File: src/rtl/seq_add_sub_pkg.sv
// seq_add_sub_pkg: shared state encoding and mode constants for the digit-serial add/sub unit
package seq_add_sub_pkg;
    typedef enum logic [1:0] {
        ST_IDLE = 2'd0,
        ST_CALC = 2'd1,
        ST_DONE = 2'd2
    } state_t;
    localparam logic MODE_ADD = 1'b0;
    localparam logic MODE_SUB = 1'b1;
endpackage

File: src/rtl/digit_add_slice.sv
// digit_add_slice: combinational ripple of DIGIT full adders, exposing the carry into its top bit
module digit_add_slice #(
    parameter int DIGIT = 1
) (
    input  logic [DIGIT-1:0] a,
    input  logic [DIGIT-1:0] b,
    input  logic             cin,
    output logic [DIGIT-1:0] sum,
    output logic             cout,
    output logic             c_msb_in
);
    logic [DIGIT:0] w_c;
    assign w_c[0] = cin;
    for (genvar g = 0; g < DIGIT; g++) begin : g_fa
        assign sum[g]    = a[g] ^ b[g] ^ w_c[g];
        assign w_c[g+1]  = (a[g] & b[g]) | (w_c[g] & (a[g] ^ b[g]));
    end
    assign cout     = w_c[DIGIT];
    assign c_msb_in = w_c[DIGIT-1];
endmodule

File: src/rtl/seq_add_sub_unit.sv
// seq_add_sub_unit: digit-serial two's-complement adder/subtracter with valid/ready handshakes
module seq_add_sub_unit
    import seq_add_sub_pkg::*;
#(
    parameter int WIDTH = 8,
    parameter int DIGIT = 1
) (
    input  logic             clk,
    input  logic             rst_n,
    input  logic             in_valid,
    output logic             in_ready,
    input  logic [WIDTH-1:0] a,
    input  logic [WIDTH-1:0] b,
    input  logic             s,
    output logic             out_valid,
    input  logic             out_ready,
    output logic [WIDTH-1:0] sum,
    output logic             cout,
    output logic             v
);
    localparam int N  = WIDTH / DIGIT;
    localparam int CW = (N > 1) ? $clog2(N) : 1;
    state_t           r_state, w_state_nxt;
    logic [WIDTH-1:0] r_a, r_b;
    logic             r_carry;
    logic [CW-1:0]    r_cnt;
    logic [DIGIT-1:0] w_ds;
    logic             w_co, w_cm, w_last;
    assign w_last    = (r_cnt == CW'(N - 1));
    assign in_ready  = (r_state == ST_IDLE);
    assign out_valid = (r_state == ST_DONE);
    // operands shift right so the current digit is always in the low bits
    digit_add_slice #(.DIGIT(DIGIT)) u_slice (
        .a        (r_a[DIGIT-1:0]),
        .b        (r_b[DIGIT-1:0]),
        .cin      (r_carry),
        .sum      (w_ds),
        .cout     (w_co),
        .c_msb_in (w_cm)
    );
    always_ff @(posedge clk or negedge rst_n) begin
        if (!rst_n) r_state <= ST_IDLE;
        else        r_state <= w_state_nxt;
    end
    always_comb begin
        w_state_nxt = r_state;
        case (r_state)
            ST_IDLE: w_state_nxt = in_valid  ? ST_CALC : ST_IDLE;
            ST_CALC: w_state_nxt = w_last    ? ST_DONE : ST_CALC;
            ST_DONE: w_state_nxt = out_ready ? ST_IDLE : ST_DONE;
            default: w_state_nxt = ST_IDLE;
        endcase
    end
    always_ff @(posedge clk or negedge rst_n) begin
        if (!rst_n) begin
            r_a     <= '0;
            r_b     <= '0;
            r_carry <= 1'b0;
            r_cnt   <= '0;
            sum     <= '0;
            cout    <= 1'b0;
            v       <= 1'b0;
        end else if (r_state == ST_IDLE && in_valid) begin
            r_a     <= a;
            r_b     <= b ^ {WIDTH{s == MODE_SUB}};
            r_carry <= (s == MODE_SUB);
            r_cnt   <= '0;
        end else if (r_state == ST_CALC) begin
            sum[r_cnt*DIGIT +: DIGIT] <= w_ds;
            r_a     <= r_a >> DIGIT;
            r_b     <= r_b >> DIGIT;
            r_carry <= w_co;
            r_cnt   <= w_last ? '0 : r_cnt + 1'b1;
            if (w_last) begin
                cout <= w_co;
                v    <= w_co ^ w_cm;
            end
        end
    end
endmodule
File: config.mk
export PLATFORM = sky130hd
export DESIGN_NAME = seq_add_sub_unit
export DESIGN_NICKNAME = d
export VERILOG_FILES = /design/src/rtl/seq_add_sub_pkg.sv /design/src/rtl/digit_add_slice.sv /design/src/rtl/seq_add_sub_unit.sv
export SDC_FILE = /design/constraint.sdc
export NUM_CORES = 1
export LEC_CHECK = 0
export CAP_MARGIN = 20
export CORE_MARGIN = 10
export CORE_UTILIZATION = 55
export DETAILED_ROUTE_END_ITERATION = 6
export PLACE_DENSITY = 0.93
export SLEW_MARGIN = 0
export SYNTH_ARGS = -nofsm -noshare
export SYNTH_HDL_FRONTEND = slang
export SYNTH_SLANG_ARGS = --single-unit
export TNS_END_PERCENT = 1
File: constraint.sdc
create_clock -name clk -period 5.9 [get_ports clk]
set_input_delay 1.18 -clock clk [delete_from_list [all_inputs] [get_ports clk]]
set_output_delay 1.18 -clock clk [all_outputs]
set_load 0.05 [all_outputs]
==> metrics.cfg <==
[synth]
yosys-top-cells-area=dfrtp_1 (47%), nand2_1 (6.9%), ha_1 (5.2%)
avgSynthCellArea_um2=10.31
synth_seq_cells=32
yosysUniqueCellTypes=38
synth_compound_area_frac=0.1043
syn_nets=193
synth_top_area_share=0.4734
synthAdderAreaFrac=0.06361
netlist_area_um2=1692
yosysTopAreaCell=dfrtp_1
yosysWarningCount=0
synth_simple_gate_area_frac=0.2004
ys_seq_area_frac=0.4734
syn_inst=164
synth-xor-area-share=0.04660
muxShareOfSynthArea=0.05178
synth_top_family_by_area=simple AND/OR/NAND/NOR gates

[layout]
n_antenna_cell=0
final_cell_mix=dfrtp_1 (32), clkdlybuf4s50_1 (32), nand2_1 (31), nor2_1 (10), inv_1 (9)
drive_gt1_frac=0.08673
area_delta_synth_final_pct=21.45
fin_nets=224
n_fill_cell=239
utilization=0.6842
fin_cells=229
final_area_um2=2054

[setup_path]
start_kind=flip-flop
critPathCaptureType=output port
rr_startpoint=r_cnt[0]$_DFFE_PN0P_
cp.depth=2
reg2reg_slack_ns=3.69
crit_required_ns=4.72
cpPeakStageDelay_ns=0.83
worstPathArrival_ns=1.90
rr_worst_depth=5
path_cells=nor2b_1 > clkdlybuf4s50_1
cp_slowest_cell=clkdlybuf4s50_1
crit_fanout=8
crit_buf_inv=1
crit_type=reg2out
cp_top_family=buffers and inverters
cp-endpoint=out_valid
r2r_end=sum[7]$_DFFE_PN0P_
crit_start=r_state[1]$_DFF_PN0_

[clock_tree]
post_cts_resized=0
cts-root-buf=clkbuf_4
cts.sinks=32
ctsLongestPathBuffers=2
clock_latency_ns=0.35
cts_tree=done
h-tree-depth=2
cts_buffers=5
cts_hold_buffers=0
postCtsSetupBuffers=0
path_clk_slew_ns=0.10

[pwr]
p_leak_nw=0.9431
p_total_mw=1.077
powerDensity_nw_per_um2=524.3
ir_drop_v=0.0002589

[sta]
hold_violations=0
timing.fmax_mhz=325.1
fin_setup_tns_ns=0
setup_violations=0
finClkSkew_ns=0.01536
worst_pin_slew_ns=0.8812
min_period_ns=3.076
slew_violations=0
period_share=0.5214
setup_slack_ns=2.824
max_slew_margin=0.4113
fin_hold_ws_ns=0.4946
rsz0062_at_grt=false

[global_routing]
grt_pass1_wl_um=6423
gr-total-overflow=0
globalRouteTotalUtil=0.1461
grt_max_degree=33
grt_pass1_vias=1472
antenna_found_initial=0

[placed_design]
dp_cells=221
post-place-ws_ns=3.168
dp_hpwl_um=2819
postPlaceCellArea_um2=1993
routabilityCongestion=0.8961
numPortBuffers=32

[die]
fp-row-count=20
die_area_um2=5694
io_pins=33
fp.dieW_um=75.46
start_util=0.5633
die_height_um=75.46
coreArea_um2=3003

[drt]
route.detailed.drc=0
drt-total-wl_um=3779
ant_nets=0
viasPerCell=5.904
wl_per_cell_um=16.50
dr.pass1.iters=6
drt-initial-drc-count=74
vias=1352

[worst_hold_path]
holdCritPathClass=reg2reg

[flow_run]
drv_cap=0

[status]
status=finished clean

[Yosys cell counts, drive strengths merged]
cell type / count
dfrtp: 32
nor2: 10
xnor2: 3
o21bai: 1
nor3b: 1
nor3: 1
nor2b: 3
or3b: 1
nand4: 3
mux2: 6
nand2: 31
fa: 1
buf: 7
nor4b: 4
clkbuf: 2
o2111ai: 1
a221o: 3
and3: 1
inv: 9
or3: 1
o31ai: 3
mux2i: 2
nand3b: 1
ha: 7
o21ai: 4
nand3: 3
a31oi: 5
nor4: 3
nand2b: 2
a22oi: 7
xor2: 6
[state kept, by name, indices dropped and copies added, names as in the netlist]
register and flops:
r_carry 1, r_a 8, v 1, sum 8
r_b 8, cout 1, r_state 2, r_cnt 3
[per-layer routing]
metal	up-vias	wire length (um)	track usage
met5	-	0	0
met4	0	71	0.07216
met3	8	248	0.05078
met2	35	1952	0.2540
met1	682	1507	0.1535
li1	627	-	-
[worst min path at each step]
stage	start	end	slack, ns	cells after the start
6_report	r_a[2]$_DFFE_PN0P_	r_a[2]$_DFFE_PN0P_	0.49	2
2_1_floorplan	r_a[0]$_DFFE_PN0P_	r_a[0]$_DFFE_PN0P_	0.45	2
4_1_cts	r_a[2]$_DFFE_PN0P_	r_a[2]$_DFFE_PN0P_	0.49	2
5_1_grt	r_a[2]$_DFFE_PN0P_	r_a[2]$_DFFE_PN0P_	0.52	2
3_5_place_dp	r_a[2]$_DFFE_PN0P_	r_a[2]$_DFFE_PN0P_	0.47	2
3_3_place_gp	r_a[2]$_DFFE_PN0P_	r_a[2]$_DFFE_PN0P_	0.46	2
[cells by family (layout without fill, tap and decap cells)]
kind of cell | after synthesis | in the layout
simple gates | 65 | 65
flops | 32 | 32
compound gates | 24 | 24
buf+inv | 18 | 50
xor+xnor | 9 | 9
fa+ha+maj | 8 | 8
mux | 8 | 8
[worst min-delay path: stages, from the launching register on]
cell and delay [ns]:
dfrtp_1 0.36, nand2_1 0.05, nand2_1 0.06
[power breakdown]
group / total [mW] / internal [mW] / switching (mW)
Combinational: 0.558 / 0.210 / 0.348
Clock: 0.136 / 0.0566 / 0.0791
Sequential: 0.384 / 0.309 / 0.0743
[cell type report]
class	instances	area [um2]	area share
Clock buffer	6	51.30	0.02497
Clock inverter	2	10.01	0.004872
Inverter	9	33.78	0.01644
Multi-Input combinational cell	114	789.5	0.3843
Sequential cell	32	800.8	0.3898
Tap cell	33	41.29	0.02010
Timing Repair Buffer	33	327.8	0.1596
Power figures use the tool's default switching activity.
==> patch (same flow settings) <==
Change the parameter `WIDTH` from 8 to 16.
--- a/src/rtl/seq_add_sub_unit.sv
+++ b/src/rtl/seq_add_sub_unit.sv
@@ -2,7 +2,7 @@
 module seq_add_sub_unit
     import seq_add_sub_pkg::*;
 #(
-    parameter int WIDTH = 8,
+    parameter int WIDTH = 16,
     parameter int DIGIT = 1
 ) (
     input  logic             clk,
Ports: changed (resized a, b and sum); port bits go from 33 to 57. The function was not compared with the original's and may differ.
==> patch against the unedited design <==
- power grew 78%
- register-to-register slack lost 0.20 ns
- sequential power grew 74%
- die area grew 50%
- sequential cell count grew 25
- worst hold slack lost 0.017 ns
- combinational power grew 60%
- worst setup slack lost 0.11 ns
- largest cell class unchanged
- count of clock-buffer cells in the layout grew 7
- routed wire length grew 73%
- clock skew shrank 0.011 ns
- highest routed layer unchanged
- area after synthesis grew 71%
- largest power group unchanged
- cell count grew 72%
- final area grew 78%
- critical path type unchanged
==> patch: results <==
# TYPE chip_impl_metric gauge
chip_impl_info{name="status",value="complete, no violations"} 1
chip_impl_metric{name="crit_path_max_incr_delay",unit="ns"} 0.80
chip_impl_metric{name="skew",unit="ns"} 0.004615
chip_impl_info{name="netlist_top_cells_area",value="dfrtp_1 (49%), mux2_2 (6.2%), a221o_1 (5.2%)"} 1
chip_impl_metric{name="portBuffers",unit=""} 56
chip_impl_info{name="top_flop_regs",value="r_a x16, r_b x16, sum x16"} 1
chip_impl_info{name="worst_hold_path.endpoint",value="r_a[6]"} 1
chip_impl_info{name="synth_top_cells_by_count",value="dfrtp_1 (57), nand2_1 (39), nor2_1 (19)"} 1
chip_impl_metric{name="worstMarginPinSlew",unit="ns"} 1.004
chip_impl_metric{name="drt_wl_total",unit="um"} 6544
chip_impl_metric{name="seq_area_frac_synth",unit="%"} 49.39
chip_impl_metric{name="path_clk_slew",unit="ns"} 0.06
chip_impl_metric{name="arr_time_crit_path",unit="ns"} 2.01
chip_impl_metric{name="drt-initial-drc-count",unit=""} 214
chip_impl_metric{name="place.detailed.instances",unit=""} 379
chip_impl_metric{name="synthesis.nets",unit=""} 311
chip_impl_metric{name="overall_global_routing_usage",unit="%"} 15.62
chip_impl_metric{name="via_per_inst",unit=""} 5.532
chip_impl_metric{name="power.ir.vdd_worst",unit="V"} 0.0002469
chip_impl_metric{name="post-dp-hpwl",unit="um"} 4621
chip_impl_info{name="r2r-end",value="sum[12]"} 1
chip_impl_metric{name="synth.avg_cell_area",unit="um^2"} 10.82
chip_impl_metric{name="htree_levels",unit=""} 3
chip_impl_metric{name="p_leak",unit="nW"} 1.618
chip_impl_metric{name="antenna_found_initial",unit=""} 0
chip_impl_metric{name="post_synth_cell_types",unit=""} 41
chip_impl_info{name="cp_slowest_cell",value="clkdlybuf4s50_1"} 1
chip_impl_info{name="clk_root_buffer_cell",value="clkbuf_8"} 1
chip_impl_metric{name="number_of_nets_at_the_end_of_the_flow",unit=""} 364
chip_impl_metric{name="detail_route.wl_per_cell",unit="um"} 16.57
chip_impl_metric{name="via_count_of_the_first_global_routing_pass",unit=""} 2286
chip_impl_metric{name="grt_pass1_wl",unit="um"} 10930
chip_impl_metric{name="path_max_fanout",unit=""} 13
chip_impl_metric{name="cts_made_buffers",unit=""} 9
chip_impl_metric{name="gp_congestion",unit=""} 0.8182
chip_impl_metric{name="yosysTopAreaCellShare",unit="%"} 49.39
chip_impl_metric{name="rrSetupSlack",unit="ns"} 3.49
chip_impl_info{name="worst_hold_startpoint",value="r_a[6]"} 1
chip_impl_metric{name="grt_max_degree",unit=""} 58
patch: worst register-to-register path, cell delays in order, from the launching register on:
cell,delay [ns]
dfrtp_1,0.59
inv_1,0.16
ha_1,0.41
or3_4,0.43
a2111oi_4,0.34
mux2_1,0.36
patch: kinds of logic after synthesis:
kind of cell | count (synthesis) | synth area share, %
AO/OA/AOI/OAI | 53 | 15.42
adder cells (fa/ha/maj) | 7 | 3.293
buffers and inverters | 25 | 3.900
XOR/XNOR | 18 | 5.719
flip-flops | 57 | 49.39
multiplexers | 18 | 6.976
AND/OR/NAND/NOR | 89 | 15.29
patch: worst max-delay path by stage:
stage	startpoint	to	cells past startpoint
after detailed placement	in_valid	r_a[9]	4
after global routing	r_state[0]	out_valid	3
after floorplan	r_state[0]	in_ready	2
after CTS	r_state[0]	out_valid	3
after global placement	in_valid	r_a[1]	4
final	r_state[0]	out_valid	3
patch: through the flow:
stage | area, um^2 | setup WS, ns | hold slack [ns] | util [%]
detailed placement | 3477 | 2.933 | 0.4640 | 68.08
floorplan | 2888 | 3.512 | 0.4463 | -
global route | 3666 | 2.623 | 0.5032 | 71.78
global placement | 3477 | 2.990 | 0.4576 | 68.08
CTS | 3666 | 2.705 | 0.4799 | 71.78
finish | 3666 | 2.712 | 0.4776 | 71.78
patch: cell type report:
type | count | area share, %
inverter | 8 | 0.8191
clock inverter | 3 | 1.092
sequential | 57 | 38.91
multi-input combinational | 185 | 36.96
timing repair buffer | 59 | 15.77
tap | 70 | 2.389
clock buffer | 13 | 4.061
patch: power by group:
group / internal, mW / switching [mW]
clock network: 0.206 / 0.147
registers: 0.539 / 0.130
logic: 0.360 / 0.532
total: 1.10 / 0.809
patch: layer usage:
metal	share of wire, %	GRT usage, %	vias to the layer above	routed length [um]
li1	-	-	1051	-
met1	44	18.29	1066	2863
met2	49	25.29	60	3199
met3	6.0	5.811	8	390
met4	1.4	6.555	0	91
met5	0	0	-	0
